===== config.mk =====
export PLATFORM = sky130hd
export DESIGN_NAME = toggle_job_arbiter
export DESIGN_NICKNAME = d
export VERILOG_FILES = /design/src/rtl/toggle_job_arbiter.sv
export SDC_FILE = /design/constraint.sdc
export NUM_CORES = 1
export LEC_CHECK = 0
export ABC_AREA = 1
export BUFFER_PORTS_ARGS = -buffer_cell sky130_fd_sc_hd__buf_2
export CAP_MARGIN = 10
export CORE_MARGIN = 4
export CORE_UTILIZATION = 50
export CTS_BUF_LIST = sky130_fd_sc_hd__clkbuf_2 sky130_fd_sc_hd__clkbuf_4 sky130_fd_sc_hd__clkbuf_8
export DETAILED_ROUTE_END_ITERATION = 10
export GPL_TIMING_DRIVEN = 0
export PLACE_DENSITY = 0.84
export SLEW_MARGIN = 10
export SYNTH_ARGS = -nofsm -noshare
export SYNTH_HDL_FRONTEND = slang
export SYNTH_SLANG_ARGS = --single-unit

===== constraint.sdc =====
create_clock -name clk -period 2.5 [get_ports clk]
set_input_delay 0.25 -clock clk [delete_from_list [all_inputs] [get_ports clk]]
set_output_delay 0.25 -clock clk [all_outputs]
set_load 0.1 [all_outputs]

===== src/rtl/toggle_job_arbiter.sv =====
// Round-robin arbiter that shares one periodic toggle engine between NREQ requesters.
// A granted job toggles status N times, one toggle every P+1 cycles, then pulses done.
module toggle_job_arbiter #(
  parameter int NREQ = 4,
  parameter int CW   = 8,
  parameter int NW   = 8,
  parameter int IDW  = (NREQ > 1) ? $clog2(NREQ) : 1
) (
  input  logic                 clk,
  input  logic                 rst_n,
  input  logic [NREQ-1:0]      req,
  input  logic [NREQ*CW-1:0]   req_period,
  input  logic [NREQ*NW-1:0]   req_count,
  input  logic                 abort,
  output logic [NREQ-1:0]      ack,
  output logic [NREQ-1:0]      done,
  output logic                 status,
  output logic                 busy,
  output logic [IDW-1:0]       owner,
  output logic [1:0]           state_dbg
);

  // Handshake: a requester holds req and its period/count slices stable until its
  // one-cycle ack pulse, then drops req; dropping req before ack withdraws the request.

  typedef enum logic [1:0] {
    IDLE = 2'd0,
    RUN  = 2'd1,
    DONE = 2'd2
  } state_t;

  state_t          state_q, state_d;
  logic [IDW-1:0]  last_q, last_d, owner_d;
  logic [CW-1:0]   period_q, period_d, cnt_q, cnt_d;
  logic [NW-1:0]   rem_q, rem_d;
  logic [NREQ-1:0] ack_d, done_d;
  logic            status_d, busy_d;
  logic            grant_found;
  logic [IDW-1:0]  grant_idx, cand_idx;

  assign state_dbg = state_q;

  // First pending request after the last grant, wrapping at NREQ.
  always_comb begin : rr_search
    grant_found = 1'b0;
    grant_idx   = '0;
    cand_idx    = '0;
    for (int k = 1; k <= NREQ; k++) begin
      cand_idx = IDW'((int'(last_q) + k) % NREQ);
      if (!grant_found && req[cand_idx]) begin
        grant_found = 1'b1;
        grant_idx   = cand_idx;
      end
    end
  end

  always_comb begin : next_state_logic
    state_d  = state_q;
    last_d   = last_q;
    owner_d  = owner;
    period_d = period_q;
    cnt_d    = cnt_q;
    rem_d    = rem_q;
    ack_d    = '0;
    done_d   = '0;
    status_d = status;
    unique case (state_q)
      IDLE: begin
        if (grant_found) begin
          owner_d         = grant_idx;
          last_d          = grant_idx;
          period_d        = req_period[grant_idx*CW +: CW];
          rem_d           = req_count[grant_idx*NW +: NW];
          cnt_d           = '0;
          ack_d[grant_idx] = 1'b1;
          state_d         = (rem_d == '0) ? DONE : RUN;
        end
      end
      RUN: begin
        if (abort) begin
          state_d  = IDLE;
          status_d = 1'b0;
        end else if (cnt_q == period_q) begin
          cnt_d    = '0;
          status_d = ~status;
          rem_d    = rem_q - 1'b1;
          if (rem_q == NW'(1)) begin
            state_d        = DONE;
            done_d[owner]  = 1'b1;
          end
        end else begin
          cnt_d = cnt_q + 1'b1;
        end
      end
      DONE: begin
        // A zero-count job enters DONE with ack still high; its done pulse follows.
        if (ack != '0) begin
          done_d[owner] = 1'b1;
        end else begin
          state_d = IDLE;
        end
      end
      default: state_d = IDLE;
    endcase
    busy_d = (state_d != IDLE);
  end

  always_ff @(posedge clk or negedge rst_n) begin
    if (!rst_n) begin
      state_q  <= IDLE;
      last_q   <= IDW'(NREQ - 1);
      owner    <= '0;
      period_q <= '0;
      cnt_q    <= '0;
      rem_q    <= '0;
      ack      <= '0;
      done     <= '0;
      status   <= 1'b0;
      busy     <= 1'b0;
    end else begin
      state_q  <= state_d;
      last_q   <= last_d;
      owner    <= owner_d;
      period_q <= period_d;
      cnt_q    <= cnt_d;
      rem_q    <= rem_d;
      ack      <= ack_d;
      done     <= done_d;
      status   <= status_d;
      busy     <= busy_d;
    end
  end

endmodule


==> impl_metrics.json <==
{
  "status": "completed",
  "slew_headroom_pct": 41.55,
  "antennaDiodeCount": 0,
  "drc_errors": 0,
  "place_ws_ns": -0.05273,
  "area.growth.synth_to_final_pct": 26.86,
  "cts.clk_slew.worst_paths_ns": 0.08,
  "postRouteAntennaNets": 0,
  "drt-vias-per-instance": 5.211,
  "hold_path.class": "in -> async",
  "yosys.area_share.adder_pct": 3.112,
  "grt_pass1_wl_um": 12250,
  "tightest_slew_ns": 0.8767,
  "syn_inst": 405,
  "die_area_mm2": 0.006892,
  "worstSkewPairLatency_ns": 0.30,
  "grt_max_degree": 41,
  "crit_required_ns": 2.69,
  "drv_cap": 0,
  "start_util_pct": 51.42,
  "path_common_cell": "nand2_1",
  "grt_pass1_vias": 2795,
  "fmax_mhz": 410.2,
  "synth_xor_area_share_pct": 4.046,
  "fin_nets": 582,
  "fillers": 468,
  "wl_um": 7473,
  "path_class": "reg -> reg",
  "port_buffers": 84,
  "fin_crit_sh_pct": 97.52,
  "p_leak_nw": 1.869,
  "dp_hpwl_um": 5806,
  "endpoint_kind": "register",
  "synth-edff-count": 0,
  "crit_chain": "buf_12 > nand2_1 > nand3_2 > nand2_2 > nor2_8 > nand3_4 > nand2_4 > nand2_8 > buf_6 > nand2_1 > nand3_1 > nand2_1 > nand2_1 > nor2_2 > nand3_2 > nand3_1 > nand2_1 > nand2_1 > nand2_1",
  "yosys.area.top_type": "dfrtp_1",
  "use_met1_pct": 26.70,
  "yosys.area_share.simple_pct": 36.10,
  "whs_ns": 0.06772,
  "grt.busiest_layer": "met2",
  "antenna_found_initial": 0,
  "pwr_density_cell_mw_per_mm2": 1629,
  "cts_root_buf": "clkbuf_8",
  "yosysTopAreaCellShare_pct": 33.79,
  "ys.flop_type": "dfrtp_1",
  "rows": 27,
  "hold_buffers": 0,
  "fin_crit_ns": 2.438,
  "slew_viol_final": 0,
  "ctsLongestPathBuffers": 2,
  "die_h_um": 83.02,
  "path_buf_inv": 2,
  "synth_compound_area_share_pct": 12.54,
  "die_width_um": 83.02,
  "path_max_fanout": 10,
  "muxShareOfSynthArea_pct": 0,
  "vias": 3007,
  "track_usage_pct": 21.27,
  "grt-ovfl-total": 0,
  "yosysSeqAreaShare_pct": 35.66,
  "synth.avg_cell_area_um2": 6.948,
  "drt_iter0_drc": 137,
  "io_pins": 85,
  "netlist-cell-type-count": 35,
  "cts_sinks": 40,
  "ys_top_cells_by_count": "109 x nand2_1, 48 x nor2_1, 40 x nand3_1",
  "async_flop_share_pct": 100.0,
  "cts_tree": "yes",
  "dr.pass1.iters": 5,
  "wl_per_cell_um": 12.95,
  "core_area_mm2": 0.005473,
  "place_congestion": 0.8602,
  "synth_warnings": 0,
  "post-synth-top-count-cell": "nand2_1",
  "netlist_area_mm2": 0.002814,
  "grtUsageMet2_pct": 36.66,
  "timing.final.ws_setup_ns": 0.06198,
  "hold_viol": 0,
  "start_kind": "register",
  "syn_nets": 483,
  "drive_gt1_share_pct": 28.32,
  "grtUsageMet3_pct": 4.067,
  "worstPathArrival_ns": 2.63,
  "ys_top_cells_by_area": "dfrtp_1 34%, nand2_1 15%, nand3_1 7.1%",
  "crit_family": "simple AND/OR/NAND/NOR gates",
  "final-setup-viol-count": 0,
  "htreeDepth": 2,
  "rsz0062_at_grt": "true",
  "cts_buffers": 5,
  "fin_skew_ns": 0.006624,
  "ys_ff_latch": 40,
  "synth_top_family_by_area": "simple AND/OR/NAND/NOR gates",
  "cp_slowest_stage_delay_ns": 0.58,
  "peakVddDrop_v": 0.0008782,
  "crit_slowest_cell": "dfstp_2"
}
-- where the power goes --
part           total [mW]  switching [mW]  leakage [nW]  internal (mW)
Clock               0.581           0.229        0.0645          0.352
Combinational        4.17            2.72          1.30           1.45
Sequential           1.06           0.171         0.507          0.893
-- logic make-up (layout without fill, tap and decap cells) --
logic type,after synthesis,count (layout)
buf+inv,56,156
simple gates,224,224
fa+ha+maj,7,7
flops,40,40
xor+xnor,13,13
compound gates,65,65
-- worst reg2reg max path: cells and delay by family, from the launching register on --
family        cells  cell delay, ns
simple gates     17            1.48
flops             1            0.58
buf+inv           2            0.26
-- worst paths after layout --
check	startpoint	slack, ns	to	cells past startpoint
setup reg to reg	last_q[0]$_DFFE_PN1P_	0.06	busy$_DFF_PN0_	19
setup / recovery	last_q[0]$_DFFE_PN1P_	0.06	busy$_DFF_PN0_	19
min in group clk	req_period[16]	0.27	period_q[0]$_DFFE_PN0P_	3
max in group asynchronous	rst_n	1.88	ack[0]$_DFF_PN0_	1
hold reg to reg	owner[0]$_DFFE_PN0P_	0.49	done[0]$_DFF_PN0_	1
hold / removal	rst_n	0.07	rem_q[5]$_DFFE_PN0P_	1
-- metal layers --
layer  wire [µm]  share of wire [%]
met3         297                4.0
met4         147                2.0
met1        3164                 42
met2        3863                 52
met5           0                  0
-- registers in the layout (all words and copies together), names as in the netlist --
| signal | cells |
|---|---|
| status | 1 |
| owner | 2 |
| period_q | 8 |
| state_dbg | 2 |
| done | 4 |
| busy | 1 |
| rem_q | 8 |
| ack | 4 |
| cnt_q | 8 |
| last_q | 2 |
-- final cells by class --
| type | instances | area, µm² | share of cell area (%) |
|---|---|---|---|
| Buffer | 13 | 92.59 | 2.594 |
| Inverter | 43 | 166.4 | 4.662 |
| Clock buffer | 7 | 96.34 | 2.699 |
| Sequential cell | 40 | 1003 | 28.11 |
| Tap cell | 72 | 90.09 | 2.524 |
| Timing Repair Buffer | 92 | 493.0 | 13.81 |
| Clock inverter | 1 | 30.03 | 0.8412 |
| Multi-Input combinational cell | 309 | 1598 | 44.76 |
-- through the flow --
step | utilization, % | TNS [ns] | area (µm²) | cells | total power [mW]
finish | 65.23 | 0 | 3570 | 577 | 5.814
global route | 65.23 | -0.5844 | 3570 | 577 | 6.321
CTS | 63.65 | 0 | 3483 | 571 | 5.569
detailed placement | 60.75 | -0.1868 | 3324 | 561 | 4.908
global placement | 60.75 | 0 | 3324 | 561 | 4.785
floorplan | - | 0 | 2814 | 405 | 4.092
-- placed cells by master (no fill, tap or decap), types with 2 or more instances in the layout --
cell type	netlist	final
o22ai_1	9	9
nor2_4	2	3
inv_2	5	5
nor3_1	2	2
a31oi_1	4	4
xnor2_1	8	8
nand2_1	109	108
dfstp_2	2	2
nor2_1	48	45
nor2_2	2	4
nand2_2	9	10
a21oi_1	12	12
dfrtp_1	38	38
nor4_1	3	3
clkbuf_8	0	7
inv_1	37	35
nand2_4	2	2
buf_6	3	4
ha_1	7	7
nand3_2	0	2
nand3_1	40	38
nand4_1	2	2
inv_4	0	2
clkbuf_1	6	4
xor2_1	5	5
o21ai_0	36	35
buf_4	1	9
buf_2	3	85
-- timing repair --
| action | 4_1_cts | 5_1_grt |
|---|---|---|
| endpoints found under the setup margin | 8 | 18 |
| buffers inserted | 2 | 6 |
| pin swaps | 0 | 5 |
| resized for setup | 3 | 19 |
Power figures use the tool's default switching activity.
